===== config.mk =====
export PLATFORM = sky130hd
export DESIGN_NAME = wfg_stim_wave
export DESIGN_NICKNAME = d
export VERILOG_FILES = /design/src/rtl/wfg_stim_wave_pkg.sv /design/src/rtl/wfg_stim_wave_shaper.sv /design/src/rtl/wfg_stim_wave.sv
export SDC_FILE = /design/constraint.sdc
export NUM_CORES = 1
export LEC_CHECK = 0
export CAP_MARGIN = 20
export CORE_AREA = 2 2 214 216
export CTS_BUF_LIST = sky130_fd_sc_hd__clkbuf_4 sky130_fd_sc_hd__clkbuf_8
export DETAILED_ROUTE_END_ITERATION = 8
export DIE_AREA = 0 0 216 218
export PLACE_DENSITY = 0.72
export SLEW_MARGIN = 20
export SYNTH_ARGS = -nofsm -noshare
export SYNTH_HDL_FRONTEND = slang
export SYNTH_SLANG_ARGS = --single-unit

===== constraint.sdc =====
create_clock -name wb_clk_i -period 6.9 [get_ports wb_clk_i]
set_clock_uncertainty 0.15 [all_clocks]
set_input_delay 1.38 -clock wb_clk_i [delete_from_list [all_inputs] [get_ports wb_clk_i]]
set_output_delay 1.38 -clock wb_clk_i [all_outputs]
set_load 0.05 [all_outputs]

===== src/rtl/wfg_stim_wave_pkg.sv =====
// Shared types, constants and helpers for the wfg_stim_wave stimulus core.
// Saturation helper works on a wide signed value for any target width.
package wfg_stim_wave_pkg;

    typedef enum logic [1:0] {
        WAVE_SAW = 2'd0,
        WAVE_TRI = 2'd1,
        WAVE_SQR = 2'd2,
        WAVE_DC  = 2'd3
    } mode_t;

    localparam logic [15:0] LFSR_SEED = 16'hACE1;
    localparam logic [15:0] LFSR_TAPS = 16'hB400;
    localparam int          SAT_W     = 64;

    function automatic logic signed [SAT_W-1:0] sat_signed(
        input logic signed [SAT_W-1:0] x,
        input int unsigned             w
    );
        logic signed [SAT_W-1:0] hi;
        logic signed [SAT_W-1:0] lo;
        hi = (64'sd1 <<< (w - 1)) - 64'sd1;
        lo = -(64'sd1 <<< (w - 1));
        if (x > hi)
            return hi;
        else if (x < lo)
            return lo;
        else
            return x;
    endfunction

endpackage


===== src/rtl/wfg_stim_wave_shaper.sv =====
// Combinational phase + mode to signed shape (saw, triangle, square, DC).
// Unsigned shapes become signed by inverting the MSB.
module wfg_stim_wave_shaper
    import wfg_stim_wave_pkg::*;
#(
    parameter int DATA_W  = 18,
    parameter int PHASE_W = 24
) (
    input  logic [PHASE_W-1:0]       i_phase,
    input  mode_t                    i_mode,
    output logic signed [DATA_W-1:0] o_shape
);

    logic [DATA_W-1:0]  w_saw;
    logic [DATA_W-1:0]  w_tri_raw;
    logic [DATA_W-1:0]  w_tri;
    logic [PHASE_W-1:0] w_unused_phase;

    assign w_unused_phase = i_phase;
    assign w_saw     = i_phase[PHASE_W-1 -: DATA_W];
    assign w_tri_raw = i_phase[PHASE_W-2 -: DATA_W];
    assign w_tri     = i_phase[PHASE_W-1] ? ~w_tri_raw : w_tri_raw;

    // Select the shape for the captured mode
    always_comb begin
        o_shape = '0;
        unique case (i_mode)
            WAVE_SAW: o_shape = {~w_saw[DATA_W-1], w_saw[DATA_W-2:0]};
            WAVE_TRI: o_shape = {~w_tri[DATA_W-1], w_tri[DATA_W-2:0]};
            WAVE_SQR: o_shape = i_phase[PHASE_W-1] ?
                                {1'b1, {(DATA_W-1){1'b0}}} :
                                {1'b0, {(DATA_W-1){1'b1}}};
            WAVE_DC:  o_shape = '0;
            default:  o_shape = '0;
        endcase
    end

endmodule


===== src/rtl/wfg_stim_wave.sv =====
// NCO + shaper + gain/offset/saturate stimulus source on an AXIS master.
// Optional dither via `define WFG_STIM_WAVE_DITHER_EN.
module wfg_stim_wave
    import wfg_stim_wave_pkg::*;
#(
    parameter int DATA_W  = 18,
    parameter int PHASE_W = 24,
    parameter int GAIN_W  = 16
) (
    input  logic               wb_clk_i,
    input  logic               wb_rst_i,
    input  logic               ctrl_en_i,
    input  logic               ctrl_dither_i,
    input  logic [1:0]         mode_i,
    input  logic [PHASE_W-1:0] inc_i,
    input  logic [GAIN_W-1:0]  gain_i,
    input  logic [DATA_W-1:0]  offset_i,
    input  logic               wfg_stim_tready_i,
    output logic               wfg_stim_tvalid_o,
    output logic [DATA_W-1:0]  wfg_stim_tdata_o,
    output logic               wfg_stim_tuser_o
);

    localparam int PROD_W = DATA_W + GAIN_W + 1;
    localparam int SUM_W  = PROD_W + 1;

    logic               w_adv;
    logic               w_issue;
    logic               w_carry;
    logic [PHASE_W-1:0] w_acc_nxt;

    logic [PHASE_W-1:0] r_acc;
    logic               r_first;
    logic               r_wrap;

    logic               r_s1_valid;
    logic [PHASE_W-1:0] r_s1_phase;
    mode_t              r_s1_mode;
    logic [GAIN_W-1:0]  r_s1_gain;
    logic [DATA_W-1:0]  r_s1_off;
    logic               r_s1_tuser;

    logic signed [DATA_W-1:0] w_shape;
    logic                     r_s2_valid;
    logic signed [DATA_W-1:0] r_s2_shape;
    logic [GAIN_W-1:0]        r_s2_gain;
    logic [DATA_W-1:0]        r_s2_off;
    logic                     r_s2_tuser;

    logic signed [PROD_W-1:0] w_prod;
    logic                     r_s3_valid;
    logic signed [PROD_W-1:0] r_s3_scaled;
    logic [DATA_W-1:0]        r_s3_off;
    logic                     r_s3_tuser;

    logic signed [SUM_W-1:0] w_dith;
    logic signed [SUM_W-1:0] w_sum;
    logic signed [SAT_W-1:0] w_sat;

    logic              r_tvalid;
    logic [DATA_W-1:0] r_tdata;
    logic              r_tuser;

    assign w_adv   = !r_tvalid | wfg_stim_tready_i;
    assign w_issue = ctrl_en_i & w_adv;
    assign {w_carry, w_acc_nxt} = {1'b0, r_acc} + {1'b0, inc_i};

`ifdef WFG_STIM_WAVE_DITHER_EN
    logic [15:0] r_lfsr;
    logic [1:0]  r_s1_dith;
    logic [1:0]  r_s2_dith;
    logic [1:0]  r_s3_dith;

    // Galois LFSR steps once per issued sample
    always_ff @(posedge wb_clk_i) begin
        if (wb_rst_i)
            r_lfsr <= LFSR_SEED;
        else if (w_issue)
            r_lfsr <= (r_lfsr >> 1) ^ (r_lfsr[0] ? LFSR_TAPS : 16'h0);
    end

    // Dither enable and sign ride along with their sample
    always_ff @(posedge wb_clk_i) begin
        if (wb_rst_i) begin
            r_s1_dith <= '0;
            r_s2_dith <= '0;
            r_s3_dith <= '0;
        end else if (w_adv) begin
            if (ctrl_en_i)
                r_s1_dith <= {ctrl_dither_i, r_lfsr[0]};
            r_s2_dith <= r_s1_dith;
            r_s3_dith <= r_s2_dith;
        end
    end

    assign w_dith = !r_s3_dith[1] ? '0 :
                    r_s3_dith[0]  ? SUM_W'(1) : '1;
`else
    logic w_unused_dither;
    assign w_unused_dither = ctrl_dither_i;
    assign w_dith          = '0;
`endif

    // Phase accumulator; cleared and re-armed for tuser while disabled
    always_ff @(posedge wb_clk_i) begin
        if (wb_rst_i || !ctrl_en_i) begin
            r_acc   <= '0;
            r_first <= 1'b1;
            r_wrap  <= 1'b0;
        end else if (w_adv) begin
            r_acc   <= w_acc_nxt;
            r_first <= 1'b0;
            r_wrap  <= w_carry;
        end
    end

    // S1: capture phase and config together
    always_ff @(posedge wb_clk_i) begin
        if (wb_rst_i) begin
            r_s1_valid <= 1'b0;
            r_s1_phase <= '0;
            r_s1_mode  <= WAVE_SAW;
            r_s1_gain  <= '0;
            r_s1_off   <= '0;
            r_s1_tuser <= 1'b0;
        end else if (w_adv) begin
            r_s1_valid <= ctrl_en_i;
            if (ctrl_en_i) begin
                r_s1_phase <= r_acc;
                r_s1_mode  <= mode_t'(mode_i);
                r_s1_gain  <= gain_i;
                r_s1_off   <= offset_i;
                r_s1_tuser <= r_first | r_wrap;
            end
        end
    end

    wfg_stim_wave_shaper #(
        .DATA_W  (DATA_W),
        .PHASE_W (PHASE_W)
    ) u_shaper (
        .i_phase (r_s1_phase),
        .i_mode  (r_s1_mode),
        .o_shape (w_shape)
    );

    // S2: register the shaped sample
    always_ff @(posedge wb_clk_i) begin
        if (wb_rst_i) begin
            r_s2_valid <= 1'b0;
            r_s2_shape <= '0;
            r_s2_gain  <= '0;
            r_s2_off   <= '0;
            r_s2_tuser <= 1'b0;
        end else if (w_adv) begin
            r_s2_valid <= r_s1_valid;
            r_s2_shape <= w_shape;
            r_s2_gain  <= r_s1_gain;
            r_s2_off   <= r_s1_off;
            r_s2_tuser <= r_s1_tuser;
        end
    end

    assign w_prod = r_s2_shape * $signed({1'b0, r_s2_gain});

    // S3: gain multiply, floor-scaled back to unity
    always_ff @(posedge wb_clk_i) begin
        if (wb_rst_i) begin
            r_s3_valid  <= 1'b0;
            r_s3_scaled <= '0;
            r_s3_off    <= '0;
            r_s3_tuser  <= 1'b0;
        end else if (w_adv) begin
            r_s3_valid  <= r_s2_valid;
            r_s3_scaled <= w_prod >>> (GAIN_W - 2);
            r_s3_off    <= r_s2_off;
            r_s3_tuser  <= r_s2_tuser;
        end
    end

    assign w_sum =
        {{(SUM_W-PROD_W){r_s3_scaled[PROD_W-1]}}, r_s3_scaled} +
        {{(SUM_W-DATA_W){r_s3_off[DATA_W-1]}}, r_s3_off} +
        w_dith;
    assign w_sat = sat_signed({{(SAT_W-SUM_W){w_sum[SUM_W-1]}}, w_sum},
                              DATA_W);

    // OUT: offset, saturate and hold until the sink accepts
    always_ff @(posedge wb_clk_i) begin
        if (wb_rst_i) begin
            r_tvalid <= 1'b0;
            r_tdata  <= '0;
            r_tuser  <= 1'b0;
        end else if (w_adv) begin
            r_tvalid <= r_s3_valid;
            if (r_s3_valid) begin
                r_tdata <= DATA_W'(w_sat);
                r_tuser <= r_s3_tuser;
            end
        end
    end

    assign wfg_stim_tvalid_o = r_tvalid;
    assign wfg_stim_tdata_o  = r_tdata;
    assign wfg_stim_tuser_o  = r_tuser;

endmodule


==> results of run 1 <==
-- timing repair --
item,4_1_cts,5_1_grt
hold buffers,0,0
setup endpoints to repair,0,10
resized for setup,0,14
setup buffers,0,0
-- power breakdown --
part	total (mW)	internal, mW	switching (mW)
clock	0.814	0.338	0.476
sequential	1.30	1.22	0.0791
combinational	0.845	0.364	0.481
total	2.95	1.92	1.04
-- flip-flops by register name, indices dropped and copies added, names as in the netlist, 2 cells and up --
register          cells
r_acc                24
r_s1_gain            16
r_s1_mode             2
r_s1_off             18
r_s1_phase           19
r_s2_gain            16
r_s2_off             18
r_s2_shape           18
r_s3_off             18
r_s3_scaled          21
wfg_stim_tdata_o     18
-- final timing paths --
path | startpoint | end | slack, ns | cells past startpoint
hold reg to reg | r_s1_gain[12] | r_s2_gain[12] | 0.29 | 2
setup reg to reg | r_s2_gain[11] | r_s3_scaled[16] | 0.35 | 23
hold / removal | r_s1_gain[12] | r_s2_gain[12] | 0.29 | 2
setup / recovery | r_s2_gain[11] | r_s3_scaled[16] | 0.35 | 23
-- layout make-up --
class / count / area, um2 / share of cell area [%]
Multi-Input combinational cell: 1667 / 14000 / 64.2
Sequential cell: 198 / 3980 / 18.2
Inverter: 368 / 1380 / 6.34
Timing Repair Buffer: 139 / 1280 / 5.86
Tap cell: 600 / 751 / 3.44
Clock buffer: 17 / 234 / 1.07
Clock inverter: 15 / 185 / 0.849
Antenna cell: 1 / 2.50 / 0.0115
-- Yosys cell counts (3+ instances only) --
| cell | number | area, um2 |
|---|---|---|
| xnor2_1 | 38 | 333 |
| ha_1 | 132 | 1650 |
| a21o_2 | 3 | 26.3 |
| a2111oi_0 | 3 | 26.3 |
| inv_1 | 367 | 1380 |
| xor2_1 | 20 | 175 |
| o22ai_1 | 3 | 18.8 |
| a211o_1 | 4 | 35.0 |
| nor2_1 | 98 | 368 |
| nor3_1 | 12 | 60.1 |
| clkbuf_1 | 99 | 372 |
| a21o_1 | 30 | 225 |
| a211oi_1 | 23 | 173 |
| o41ai_1 | 3 | 26.3 |
| nand4_1 | 6 | 37.5 |
| o221ai_1 | 17 | 149 |
| a211oi_2 | 10 | 125 |
| o21a_1 | 6 | 45.0 |
| nor2b_1 | 7 | 43.8 |
| o21ai_0 | 39 | 195 |
| dfxtp_1 | 198 | 3960 |
| o211ai_1 | 8 | 60.1 |
| nand2b_1 | 7 | 43.8 |
| o31ai_1 | 3 | 22.5 |
| nand2_1 | 488 | 1830 |
| and3_1 | 7 | 43.8 |
| nor3b_1 | 5 | 37.5 |
| and2_1 | 118 | 738 |
| or3_1 | 3 | 18.8 |
| nand3_1 | 11 | 55.1 |
| o21bai_1 | 6 | 45.0 |
| a41oi_1 | 3 | 26.3 |
| clkbuf_8 | 7 | 96.3 |
| a21oi_1 | 222 | 1110 |
| fa_1 | 293 | 5870 |
| a31o_2 | 4 | 35.0 |
| buf_1 | 14 | 52.6 |
-- cell usage in the layout (no fill, tap or decap), types with 7 or more instances in the layout --
cell | Yosys | layout
o221ai_1 | 17 | 17
dfxtp_2 | 0 | 11
nand3_1 | 11 | 11
dfxtp_1 | 198 | 187
nor2_1 | 98 | 97
and2_1 | 118 | 117
buf_4 | 0 | 54
clkbuf_8 | 7 | 17
clkdlybuf4s50_1 | 0 | 82
o21ai_0 | 39 | 37
ha_1 | 132 | 132
xor2_1 | 20 | 20
a211oi_2 | 10 | 10
fa_1 | 293 | 293
nor3_1 | 12 | 12
and3_1 | 7 | 7
nand2_1 | 488 | 487
a211oi_1 | 23 | 23
inv_1 | 367 | 366
a21o_1 | 30 | 30
a21oi_1 | 222 | 222
o211ai_1 | 8 | 8
xnor2_1 | 38 | 38
-- worst max-delay path, stage by stage (launching register included) --
cell and delay [ns]:
dfxtp_1 0.60, buf_4 0.26, nand2_1 0.10, fa_1 0.55
inv_1 0.06, fa_1 0.57, fa_1 0.47, fa_1 0.42
fa_1 0.54, inv_1 0.06, fa_1 0.53, inv_1 0.04
ha_1 0.34, a21o_1 0.17, a21o_1 0.17, a21oi_1 0.18
nor2_1 0.07, a21oi_1 0.13, o31ai_1 0.13, buf_4 0.15
nor2_1 0.14, nor2b_1 0.07, or3_1 0.31, a31o_2 0.20
-- through the flow --
step	cell area, um2	hold WS (ns)	cells	setup WS, ns	util [%]
2_1_floorplan	19900	0.278	2357	0.522	-
3_3_place_gp	21400	0.287	2972	0.250	47.6
3_5_place_dp	21400	0.294	2972	0.174	47.6
4_1_cts	21800	0.297	3004	0.120	48.5
5_1_grt	21800	0.317	3004	0.00367	48.6
6_report	21800	0.291	3005	0.346	48.6
-- cells by family (layout without fill, tap and decap cells) --
logic type | after synthesis | count (layout) | synth area share [%]
and+or+nand+nor | 774 | 774 | 17.0
adders and majority gates | 425 | 425 | 37.8
other | 0 | 1 | 0
xor gates and xnor gates | 58 | 58 | 2.55
muxes | 2 | 2 | 0.101
AOI/OAI and AO/OA | 408 | 408 | 12.7
buffers and inverters | 492 | 539 | 9.93
DFF | 198 | 198 | 19.9
-- routing by layer --
| metal | vias up | wire length, um | global-route usage (%) |
|---|---|---|---|
| met2 | 391 | 23000 | 36.5 |
| met3 | 69 | 2110 | 2.15 |
| met1 | 7856 | 20100 | 27.1 |
| met5 | - | 0 | 0 |
| li1 | 7447 | - | - |
| met4 | 0 | 1130 | 6.00 |
==> impl_metrics.yaml, run 1 <==
floorplan:
  chipWidth_um: 216
  start_util_pct: 44.3
  die_area_mm2: 0.0471
  coreArea_mm2: 0.0449
  rows: 78
  die_y_um: 218
  boundaryPins: 85
critical_path:
  worst-path-max-fanout: 11
  worst_setup_path_end_kind: "flip-flop"
  required_ns: 7.14
  critical_path_class: "reg2reg"
  start_kind: "flip-flop"
  crit_arrival_ns: 6.80
timing:
  final_hold_viol_count: 0
  worstMarginPinSlew_ns: 0.947
  period_share_pct: 95.0
  maxSlewViolCount: 0
  setup_tns_ns: 0
  rsz0062_at_grt: "false"
  max_freq_ghz: 0.153
  relSlewSlack_pct: 36.7
  setup_violations: 0
  min_period_ns: 6.55
drt:
  ant_nets: 0
  firstDrtPassIters: 5
  drtIter0Drc: 989
  num_vias: 15800
  wl_per_cell_um: 15.4
  postRouteWirelength_um: 46400
  via_per_inst: 5.25
  drc: 0
logic_synthesis:
  ys_types: 68
  syn_inst: 2357
  synth_fp_nets: 2847
  async_flop_share_pct: 0
  ys_warn_count: 0
  avgSynthCellArea_um2: 8.44
  synth_ff_type: "dfxtp_1"
  synth_seq_area_share_pct: 19.9
  synth_area_mm2: 0.0199
  synth-edff-count: 0
  synth-seq-cells: 198
global_route:
  antenna_found_initial: 0
  grt_max_degree: 121
  grt-ovfl-total: 0
  grt_pass1_wl_um: 79700
  grt_pass1_vias: 16500
  grt_usage_pct: 20.8
finish:
  nNetsFinal: 2881
  layout-drive-gt1-share_pct: 5.70
  nFillCells: 4253
  synthToLayoutAreaGrowth_pct: 9.55
power:
  p_leak_nw: 10.3
  power.total_mw: 2.95
  vdd_drop_max_uv: 133
  power_density_mw_per_mm2: 136
placement:
  place_hpwl_um: 36600
  io_buffers: 83
  gp_congestion: 0.886
cts:
  max-clock-path-buffers: 2
  cts-buffers-inserted: 17
  cts_max_level: 4
  cts_tree: "done"
  clock_latency_ns: 0.51
  root_buffer: "clkbuf_8"
  cts_sinks: 198
  path_clk_slew_ns: 0.13
min_path:
  min_path_type: "reg2reg"
status:
  outcome: "completed"
flow_run:
  maxCapViolCount: 0
(Power assumes the default switching activity.)
==> run 2, diff against run 1 <==
--- a/config.mk
+++ b/config.mk
@@ -6,10 +6,10 @@
 export NUM_CORES = 1
 export LEC_CHECK = 0
 export CAP_MARGIN = 20
-export CORE_AREA = 2 2 214 216
+export CORE_AREA = 2 2 255 181
 export CTS_BUF_LIST = sky130_fd_sc_hd__clkbuf_4 sky130_fd_sc_hd__clkbuf_8
 export DETAILED_ROUTE_END_ITERATION = 8
-export DIE_AREA = 0 0 216 218
+export DIE_AREA = 0 0 257 183
 export PLACE_DENSITY = 0.72
 export SLEW_MARGIN = 20
 export SYNTH_ARGS = -nofsm -noshare
==> constraint.sdc (replaced) <==
create_clock -name wb_clk_i -period 6.9 [get_ports wb_clk_i]
set_clock_uncertainty 0.15 [all_clocks]
set_input_delay 1.035 -clock wb_clk_i [delete_from_list [all_inputs] [get_ports wb_clk_i]]
set_output_delay 1.035 -clock wb_clk_i [all_outputs]
set_load 0.05 [all_outputs]
==> run 2 against run 1 <==
Net effect: global-route usage grew 0.94 points; die area shrank 0.12%; final cell count grew 0.27%; sequential power is essentially flat; flip-flop and latch count is the same; critical endpoint is now r_s3_scaled[19]; largest cell class unchanged.
==> impl_metrics.yaml, run 2 (synthesized netlist as in run 1, its figures left out) <==
status:
  outcome: "completed"
power:
  internal_power_mw: 1.89
  power_density_mw_per_mm2: 134
  power_frac_seq_pct: 44.1
  swShare_pct: 35.7
  power.total_mw: 2.93
  combPwrFrac_pct: 30.2
  p_leak_nw: 10.4
  vdd_drop_max_uv: 121
  power_frac_clock_pct: 25.6
  switching_power_mw: 1.05
floorplan:
  die_y_um: 183
  boundaryPins: 85
  chipWidth_um: 257
  coreArea_mm2: 0.0446
  die_area_mm2: 0.0470
  rows: 65
  start_util_pct: 44.6
global_route:
  grtUsageMet1_pct: 32.2
  grt_pass1_vias: 15800
  grt_pass1_wl_um: 81900
  grt-ovfl-total: 0
  top_usage_layer: "met1"
  grt_max_degree: 109
  met2_usage_pct: 31.2
  antenna_found_initial: 0
  gr-usage-met3_pct: 6.51
  grt_usage_pct: 21.7
timing:
  maxSlewViolCount: 0
  worst_slack_ns: 0.259
  final_hold_viol_count: 0
  relSlewSlack_pct: 23.7
  period_share_pct: 96.2
  worstMarginPinSlew_ns: 1.14
  setup_tns_ns: 0
  max_freq_ghz: 0.151
  rsz0062_at_grt: "false"
  min_period_ns: 6.64
  whs_ns: 0.306
  setup_violations: 0
cts:
  clock_latency_ns: 0.51
  root_buffer: "clkbuf_8"
  cts_max_level: 4
  cts_sinks: 198
  cts_hold_buf: 0
  cts-buffers-inserted: 17
  max-clock-path-buffers: 2
  path_clk_slew_ns: 0.10
  cts_tree: "done"
finish:
  nNetsFinal: 2889
  reg_top3: "r_acc (24), r_s3_scaled (21), r_s1_phase (19)"
  final_area_mm2: 0.0219
  regMostFlops: "r_acc"
  layout-drive-gt1-share_pct: 5.85
  num_antenna_cells: 0
  instances_no_fill: 3013
  final_cell_mix: "nand2_1, inv_1, fa_1"
  final_common_cell: "nand2_1"
  synthToLayoutAreaGrowth_pct: 9.83
  post-route-util_pct: 49.0
  largest_register_ffs: 24
critical_path:
  cp_num_buf_inv: 5
  critical_path_class: "reg2reg"
  critPathTopFamily: "adder cells"
  start_kind: "flip-flop"
  r2r_setup_slack_ns: 0.26
  path_depth: 23
  required_ns: 7.16
  r2r_start: "r_s2_shape[13]"
  slowest_delay_ns: 0.58
  worst-path-max-fanout: 7
  endpoint: "r_s3_scaled[19]"
  r2r_end: "r_s3_scaled[19]"
  critical_path.cell_chain: "buf_4 > and2_1 > fa_1 > inv_1 > fa_1 > inv_1 > fa_1 > fa_1 > fa_1 > fa_1 > ha_1 > a21oi_1 > o21ai_0 > nor2_1 > o211ai_1 > buf_4 > nand2_1 > o31ai_1 > buf_4 > o21ai_1 > o21bai_1 > nor4b_1 > a211o_1"
  worst_setup_path_end_kind: "flip-flop"
  crit_arrival_ns: 6.90
  crit_top_cell: "fa_1"
  startpoint: "r_s2_shape[13]"
  reg2regPathDepth: 23
  cp_slowest_cell: "fa_1"
drt:
  postRouteWirelength_um: 49900
  drtIter0Drc: 1325
  wl_per_cell_um: 16.6
  drc: 0
  firstDrtPassIters: 6
  ant_nets: 0
  num_vias: 16000
  via_per_inst: 5.31
placement:
  gp_congestion: 0.934
  place_hpwl_um: 39700
  placed_area_mm2: 0.0215
  placed_cells: 2983
  io_buffers: 83
  place_ws_ns: 0.0885
flow_run:
  maxCapViolCount: 0
min_path:
  min_path_type: "reg2reg"
[run 2: area by class of cell]
cell class | count | area, um2
Inverter | 368 | 1380
Fill cell | 4133 | 22800
Sequential cell | 198 | 3980
Tap cell | 603 | 754
Multi-Input combinational cell | 1667 | 14000
Clock buffer | 17 | 234
Timing Repair Buffer | 147 | 1380
Clock inverter | 13 | 139
[run 2: metal layers]
| layer | part of all wire (%) | wire (um) |
|---|---|---|
| met1 | 48 | 23700 |
| met2 | 42 | 20800 |
| met3 | 9.2 | 4610 |
| met5 | 0 | 0 |
| met4 | 1.5 | 762 |
[run 2: worst min path at each step]
stage            startpoint      endpoint  depth (start not counted)
6_report       r_s2_off[16]  r_s2_off[16]                          2
5_1_grt         r_s1_off[6]   r_s2_off[6]                          2
4_1_cts        r_s2_off[16]  r_s2_off[16]                          2
3_5_place_dp     r_s2_tuser    r_s3_tuser                          2
3_3_place_gp        r_first       r_first                          1
2_1_floorplan       r_first       r_first                          1
[run 2: repair_timing]
item,in CTS,in global routing
buffers inserted,0,0
endpoints found under the setup margin,0,6
gates resized for setup,0,12
[run 2: power groups by stage]
stage | clock network, mW | registers [mW] | logic (mW)
final | 0.751 | 1.29 | 0.887
after CTS | 0.768 | 1.29 | 0.878
after global routing | 0.816 | 1.30 | 0.995
after detailed placement | 0 | 1.32 | 0.872
after floorplan | 0 | 1.29 | 0.644
after global placement | 0 | 1.32 | 0.845
[run 2: worst min-delay path: stages (launching register included)]
cell and delay, ns:
dfxtp_1 0.32, nand2_1 0.05, a21oi_1 0.05
==> run 3, diff against run 2 <==
--- a/config.mk
+++ b/config.mk
@@ -11,7 +11,7 @@
 export DETAILED_ROUTE_END_ITERATION = 8
 export DIE_AREA = 0 0 257 183
 export PLACE_DENSITY = 0.72
-export SLEW_MARGIN = 20
+export SLEW_MARGIN = 40
 export SYNTH_ARGS = -nofsm -noshare
 export SYNTH_HDL_FRONTEND = slang
 export SYNTH_SLANG_ARGS = --single-unit
==> run 3 against run 2 <==
Net effect: core utilization increased by 0.064 points; clock power increased by 0.7%; worst hold slack about the same; sequential power about the same; via count decreased by 0.84%; die area unchanged; cell area increased by 0.13%; wire length increased by 0.85%; critical endpoint unchanged; largest cell class unchanged; highest routed layer is now met5.
==> impl_metrics.yaml, run 3 (synthesized netlist as in run 1, its figures left out) <==
global_route:
  antenna_found_initial: 1
  gr-usage-met3_pct: 6.76
  grt_pass1_vias: 15700
  top_usage_layer: "met1"
  grtUsageMet1_pct: 32.3
  grt_usage_pct: 21.9
  grt_pass1_wl_um: 82400
  grt-ovfl-total: 0
  grt_max_degree: 109
  met2_usage_pct: 31.6
cts:
  cts_tree: "done"
  cts-buffers-inserted: 17
  max-clock-path-buffers: 2
  postCtsSetupBuffers: 0
  cts_max_level: 4
  clock_latency_ns: 0.52
  cts_sinks: 198
  cts_resized: 0
  path_clk_slew_ns: 0.11
  root_buffer: "clkbuf_8"
  cts_hold_buf: 0
flow_run:
  maxCapViolCount: 0
critical_path:
  required_ns: 7.16
  slowest_delay_ns: 0.58
  critical_path.cell_chain: "buf_4 > and2_1 > fa_1 > inv_1 > fa_1 > inv_1 > fa_1 > fa_1 > fa_1 > fa_1 > ha_1 > a21oi_1 > o21ai_0 > nor2_1 > o211ai_1 > buf_4 > nand2_1 > o31ai_2 > buf_4 > o21ai_1 > o21bai_1 > nor4b_1 > a211o_1"
  r2r_setup_slack_ns: 0.22
  reg2regPathDepth: 23
  critical_path_class: "reg2reg"
  path_depth: 23
  critPathTopFamily: "adder cells"
  cp_slowest_cell: "fa_1"
  worst_setup_path_end_kind: "flip-flop"
  startpoint: "r_s2_shape[13]"
  crit_top_cell: "fa_1"
  worst-path-max-fanout: 7
  r2r_start: "r_s2_shape[13]"
  start_kind: "flip-flop"
  crit_arrival_ns: 6.94
  cp_num_buf_inv: 5
  r2r_end: "r_s3_scaled[19]"
floorplan:
  boundaryPins: 85
  coreArea_mm2: 0.0446
  start_util_pct: 44.6
  die_y_um: 183
  chipWidth_um: 257
  rows: 65
  die_area_mm2: 0.0470
power:
  internal_power_mw: 1.89
  switching_power_mw: 1.05
  power_frac_clock_pct: 25.7
  power_frac_seq_pct: 44.0
  combPwrFrac_pct: 30.3
  swShare_pct: 35.8
  power_density_mw_per_mm2: 134
  vdd_drop_max_uv: 120
  p_leak_nw: 10.4
placement:
  placed_cells: 2983
  place_ws_ns: 0.0775
  place_hpwl_um: 39700
  io_buffers: 83
  gp_congestion: 0.934
min_path:
  hp-start: "r_s2_off[8]"
  min_path_type: "reg2reg"
  whs_path_depth: 2
  hold_path_end: "r_s2_off[8]"
timing:
  final_hold_viol_count: 0
  max_freq_ghz: 0.150
  whs_ns: 0.306
  min_period_ns: 6.68
  worstMarginPinSlew_ns: 0.848
  relSlewSlack_pct: 43.4
  worst_slack_ns: 0.221
  setup_tns_ns: 0
  maxSlewViolCount: 0
  setup_violations: 0
  period_share_pct: 96.8
drt:
  drc: 0
  num_vias: 15900
  ant_nets: 0
  firstDrtPassIters: 6
  postRouteWirelength_um: 50300
  wl_per_cell_um: 16.7
  drtIter0Drc: 1367
  via_per_inst: 5.26
status:
  outcome: "completed"
finish:
  final_common_cell: "nand2_1"
  largest_register_ffs: 24
  final_cell_mix: "nand2_1, inv_1, fa_1"
  reg_top3: "r_acc (24), r_s3_scaled (21), r_s1_phase (19)"
  layout-drive-gt1-share_pct: 5.93
  instances_no_fill: 3014
  regMostFlops: "r_acc"
  synthToLayoutAreaGrowth_pct: 9.97
  num_antenna_cells: 0
  nNetsFinal: 2890
run 3: cell types whose count changed in the layout (fill, tap and decap cells not counted), moves of 2 or more:
cell,change
inv_6,-3
buf_6,+2
clkinv_4,+2
dfxtp_2,-2
run 3: cell type report:
type,instances,area [um2]
Fill cell,4107,22800
Sequential cell,198,3980
Timing Repair Buffer,148,1390
Inverter,368,1380
Multi-Input combinational cell,1667,14000
Clock inverter,13,144
Tap cell,603,754
Clock buffer,17,234
run 3: per-layer routing:
metal / part of all wire, % / routed length (um)
met5: 0.25 / 125
met4: 1.2 / 618
met3: 9.3 / 4660
met2: 42 / 21200
met1: 47 / 23800
run 3: worst max path at each step:
| stage | to | slack (ns) |
|---|---|---|
| after global routing | r_s3_scaled[19] | -0.002 |
| after detailed placement | r_s3_scaled[20] | 0.08 |
| after floorplan | r_s3_scaled[19] | 0.52 |
| after CTS | r_s3_scaled[20] | 0.04 |
| after global placement | r_s3_scaled[20] | 0.15 |
| final | r_s3_scaled[19] | 0.22 |
run 3: through the flow:
step / cell area, um2 / power (mW) / utilization [%]
CTS: 21900 / 2.94 / 48.9
finish: 21900 / 2.94 / 49.0
floorplan: 19900 / 1.94 / -
global route: 21900 / 3.12 / 49.0
detailed placement: 21500 / 2.19 / 48.1
global placement: 21500 / 2.16 / 48.1
run 3: tightest hold or removal path, cell delays in order, from the launching register on:
cell and delay [ns]:
dfxtp_1 0.32, nand2_1 0.05, a21oi_1 0.05
run 3: power by group through the flow:
stage | clock [mW] | sequential [mW] | combinational (mW)
final | 0.756 | 1.30 | 0.890
after global routing | 0.822 | 1.30 | 0.996
after CTS | 0.773 | 1.29 | 0.879
after detailed placement | 0 | 1.32 | 0.871
after global placement | 0 | 1.32 | 0.845
after floorplan | 0 | 1.29 | 0.644
